--- config.mk ---
export PLATFORM = sky130hd
export DESIGN_NAME = uart_tx_fifo
export DESIGN_NICKNAME = d
export VERILOG_FILES = /design/src/rtl/uart_tx_fifo_pkg.sv /design/src/rtl/uart_tx_fifo.sv
export SDC_FILE = /design/constraint.sdc
export NUM_CORES = 1
export LEC_CHECK = 0
export BUFFER_PORTS_ARGS = -buffer_cell sky130_fd_sc_hd__buf_2
export CAP_MARGIN = 0
export CELL_PAD_IN_SITES_DETAIL_PLACEMENT = 0
export CELL_PAD_IN_SITES_GLOBAL_PLACEMENT = 1
export CORE_MARGIN = 4
export CORE_UTILIZATION = 45
export CTS_CLUSTER_SIZE = 16
export DETAILED_ROUTE_END_ITERATION = 8
export PLACE_DENSITY = 0.68
export SLEW_MARGIN = 0
export SYNTH_ARGS = -nofsm -noshare
export SYNTH_HDL_FRONTEND = slang
export SYNTH_SLANG_ARGS = --single-unit
--- constraint.sdc ---
create_clock -name clk -period 7.1 [get_ports clk]
set_clock_uncertainty 0.15 [all_clocks]
set_input_delay 0.71 -clock clk [delete_from_list [all_inputs] [get_ports clk]]
set_output_delay 0.71 -clock clk [all_outputs]
set_load 0.05 [all_outputs]
--- src/rtl/uart_tx_fifo_pkg.sv ---
// Purpose: shared defaults for the UART transmit buffer, used by the peripheral top for overrides.
// Latency: n/a (constants only).
// Backpressure: n/a.
package uart_tx_fifo_pkg;

    // Byte width presented to the transmitter.
    localparam int UART_TX_FIFO_DATA_W = 8;
    // Number of queued bytes; must be a power of two, >= 2.
    localparam int UART_TX_FIFO_DEPTH  = 16;
    // Low-watermark level: wm asserts while occupancy <= this value.
    localparam int UART_TX_FIFO_WM     = 4;

endpackage

--- src/rtl/uart_tx_fifo.sv ---
// Purpose: show-ahead byte FIFO feeding the UART transmitter, with level/full/empty/watermark/overflow status.
// Latency: push to tx_valid_o is 1 cycle; tx_data_o is combinational from the head entry (no read latency).
// Backpressure: wr_ready_o = !full (a write while full is dropped and sets sticky ovf_o); pops only on tx_ready_i.
//
// Ports:
//   clk, rst_n                        clock, async active-low reset
//   clr_i                             synchronous flush (pointers, level, overflow)
//   wr_data_i/wr_valid_i/wr_ready_o   enqueue side
//   tx_data_o/tx_valid_o/tx_ready_i   dequeue side, to the transmitter
//   level_o, empty_o, full_o, wm_o    occupancy status
//   ovf_o                             sticky write-while-full flag
module uart_tx_fifo
    import uart_tx_fifo_pkg::*;
#(
    parameter int DATA_W   = UART_TX_FIFO_DATA_W,
    parameter int DEPTH    = UART_TX_FIFO_DEPTH,
    parameter int WM_LEVEL = UART_TX_FIFO_WM
) (
    input  logic                     clk,
    input  logic                     rst_n,
    input  logic                     clr_i,
    input  logic [DATA_W-1:0]        wr_data_i,
    input  logic                     wr_valid_i,
    output logic                     wr_ready_o,
    output logic [DATA_W-1:0]        tx_data_o,
    output logic                     tx_valid_o,
    input  logic                     tx_ready_i,
    output logic [$clog2(DEPTH):0]   level_o,
    output logic                     empty_o,
    output logic                     full_o,
    output logic                     wm_o,
    output logic                     ovf_o
);

    localparam int IDX_W = $clog2(DEPTH);
    localparam int LVL_W = IDX_W + 1;

    // Pointers carry one extra wrap bit so full and empty are distinguishable
    // when the indices coincide.
    logic [IDX_W:0]      wr_ptr;
    logic [IDX_W:0]      rd_ptr;
    logic [LVL_W-1:0]    level;
    logic                ovf;
    logic [DATA_W-1:0]   mem [DEPTH];

    logic [IDX_W-1:0]    wr_idx;
    logic [IDX_W-1:0]    rd_idx;
    logic                empty;
    logic                full;
    logic                push;
    logic                pop;

    assign wr_idx = wr_ptr[IDX_W-1:0];
    assign rd_idx = rd_ptr[IDX_W-1:0];

    // Single compares of pointer flops.
    assign empty = (wr_ptr == rd_ptr);
    assign full  = (wr_idx == rd_idx) && (wr_ptr[IDX_W] != rd_ptr[IDX_W]);

    // When full only the pop can fire; when empty only the push can fire.
    assign push = wr_valid_i && !full;
    assign pop  = !empty && tx_ready_i;

    always_ff @(posedge clk or negedge rst_n) begin
        if (!rst_n) begin
            wr_ptr <= '0;
            rd_ptr <= '0;
            level  <= '0;
            ovf    <= 1'b0;
        end else if (clr_i) begin
            // Flush wins over any same-cycle push/pop.
            wr_ptr <= '0;
            rd_ptr <= '0;
            level  <= '0;
            ovf    <= 1'b0;
        end else begin
            if (push) begin
                wr_ptr <= wr_ptr + 1'b1;
            end
            if (pop) begin
                rd_ptr <= rd_ptr + 1'b1;
            end
            if (push && !pop) begin
                level <= level + LVL_W'(1);
            end else if (pop && !push) begin
                level <= level - LVL_W'(1);
            end
            if (wr_valid_i && full) begin
                ovf <= 1'b1;
            end
        end
    end

    // Storage is deliberately not reset; only slots below the write pointer are ever read.
    always_ff @(posedge clk) begin
        if (push && !clr_i) begin
            mem[wr_idx] <= wr_data_i;
        end
    end

    assign tx_data_o  = mem[rd_idx];
    assign tx_valid_o = !empty;
    assign wr_ready_o = !full;
    assign level_o    = level;
    assign empty_o    = empty;
    assign full_o     = full;
    assign wm_o       = (level <= LVL_W'(WM_LEVEL));
    assign ovf_o      = ovf;

endmodule
==> qor.yml <==
pwr_density_cell_nw_per_um2: 327
p_comb_frac: 0.188
nFillCells: 1055
setup_slack_ns: 3.51
final_antenna_net_count: 0
n_antenna_cell: 0
grtUsageMet1: 0.245
yosysSeqAreaShare: 0.703
cp-start-kind: "flop"
clock_sinks: 144
fin_area_um2: 6930
r2r_end: "level_o[4]"
yosysMostFrequentCell: "edfxtp_1"
ys_ff_latch: 144
hold_slack_ns: 0.0551
hold_viol_final: 0
synth.top_cell.area_share: 0.637
synth_edf_count: 128
fin_setup_tns_ns: 0
drive_above_1_share: 0.303
syn_area_per_cell_um2: 18.8
htree_levels: 4
core_area_um2: 13200
portBuffers: 31
synthesis.instances: 321
root_buffer: "clkbuf_16"
path_max_fanout: 35
cts_hold_buffers: 0
r2r-start: "rd_ptr[2]"
clk_latency_ns: 0.42
rsz0062_at_grt: "false"
finalSetupViolations: 0
cts_tree: "yes"
async_flop_share: 0.111
cts_buffers: 17
grt_busiest_layer: "met1"
cts_resized: 0
worst_pin_slew_ns: 0.788
antenna_found_initial: 0
dp.cells: 514
grt_pass1_wl_um: 17900
p_total_mw: 2.27
die_h_um: 124
power.internal_mw: 1.65
slew_headroom: 0.473
ys_types: 38
status: "finished, final reports clean"
synthTopCellsByArea: "edfxtp_1 (64%), mux4_2 (15%), dfrtp_1 (6.6%)"
irDropWorstVdd_uv: 160
rows: 42
leakage_nw: 2.34
clk_path_buf_depth: 2
gr-total-overflow: 0
drc: 0
gp_congestion: 0.789
place_ws_ns: 3.63
worstPathRequired_ns: 6.24
vias_per_cell: 5.42
rr_worst_depth: 10
grt_max_degree: 36
firstDrtPassIters: 4
placed_cell_area_um2: 6340
p_clk_frac: 0.390
ff2ff_setup_slack_ns: 3.60
synth_nets: 344
ios: 32
wirelength_um: 11400
yosysTopAreaCell: "edfxtp_1"
worstPathArrival_ns: 2.73
crit_start: "rd_ptr[0]"
crit_type: "flop to output pin"
p_seq_frac: 0.422
synth-main-ff-cell: "edfxtp_1"
grt_pass1_vias: 3054
clock.fmax_ghz: 0.279
cp-end-kind: "output pin"
num_vias: 2959
post-route-util: 0.526
cap_violations: 0
clk_pin_slew_ns: 0.06
die_x_um: 124
switchingPower_mw: 0.621
dieArea_um2: 15300
final_max_slew_viol_count: 0
min_path_type: "input port to asynchronous set/reset pin"
post_cts_buffers: 0
fin_cells: 546
layout_min_cycle_time_ns: 3.59
wire_per_inst_um: 20.9
synth_area_um2: 6030
synth_common_cells: "edfxtp_1 (128), mux4_2 (40), nor2_1 (22)"
start_util: 0.458
swShare: 0.274
syn2layout_area_growth_pct: 14.9
gr-usage-met3: 0.0445
yosys_warnings: 0
hpwl_um: 7500
fin_crit_sh: 0.505
met2_usage: 0.232
grtUsageTotal: 0.164
fin_nets: 380
drtIter0Drc: 290
==> critical path: stages, from the launching register on <==
cell     delay [ns]
dfrtp_2        0.37
buf_4          0.56
mux4_2         0.61
mux4_2         0.50
buf_2          0.23
==> logic make-up after synthesis <==
family / after synthesis / share of synthesized area
buf+inv: 24 / 0.0191
fa+ha+maj: 10 / 0.0220
flops: 144 / 0.703
mux: 47 / 0.162
xor+xnor: 15 / 0.0230
simple gates: 57 / 0.0477
compound gates: 24 / 0.0228
==> cell type report <==
class	count	area, µm²	area share
sequential	144	4250	0.612
timing repair buffer	33	170	0.0245
clock buffer	17	425	0.0613
clock inverter	15	168	0.0242
inverter	8	30.0	0.00433
multi-input combinational	153	1680	0.242
tap	176	220	0.0318
==> worst max-delay path by stage <==
| stage | slack (ns) | cells after the start | to |
|---|---|---|---|
| 2_1_floorplan | 4.00 | 12 | level_o[4] |
| 3_3_place_gp | 3.74 | 10 | level_o[4] |
| 3_5_place_dp | 3.63 | 10 | level_o[4] |
| 4_1_cts | 3.44 | 4 | tx_data_o[3] |
| 5_1_grt | 3.33 | 10 | level_o[4] |
| 6_report | 3.51 | 4 | tx_data_o[0] |
==> power by group through the flow <==
stage	logic [mW]	clock network, mW	registers, mW
after floorplan	0.311	0	1.01
after global routing	0.461	0.941	0.961
final	0.427	0.885	0.959
after detailed placement	0.430	0	0.976
after CTS	0.433	0.902	0.959
after global placement	0.431	0	0.976
==> layout by cell type, fill, tap and decap left out, drive strengths merged, types with 9 or more instances in the layout <==
cell type / synthesis / routed
and2: 9 / 9
xnor2: 11 / 11
ha: 9 / 9
nor2: 22 / 22
mux4: 40 / 40
a21oi: 13 / 13
edfxtp: 128 / 128
inv: 8 / 9
buf: 10 / 33
clkbuf: 6 / 17
dfrtp: 16 / 16
==> routing by layer <==
metal / routed length (µm) / vias to the layer above
met5: 0 / -
met4: 128 / 0
met3: 541 / 14
met2: 5250 / 66
met1: 5480 / 1528
li1: - / 1351
==> state kept, by name, summed over array words and instances, names as in the netlist <==
signal,flops
rd_ptr,5
mem,128
level_o,5
wr_ptr,5
ovf_o,1
(Power assumes the default switching activity.)
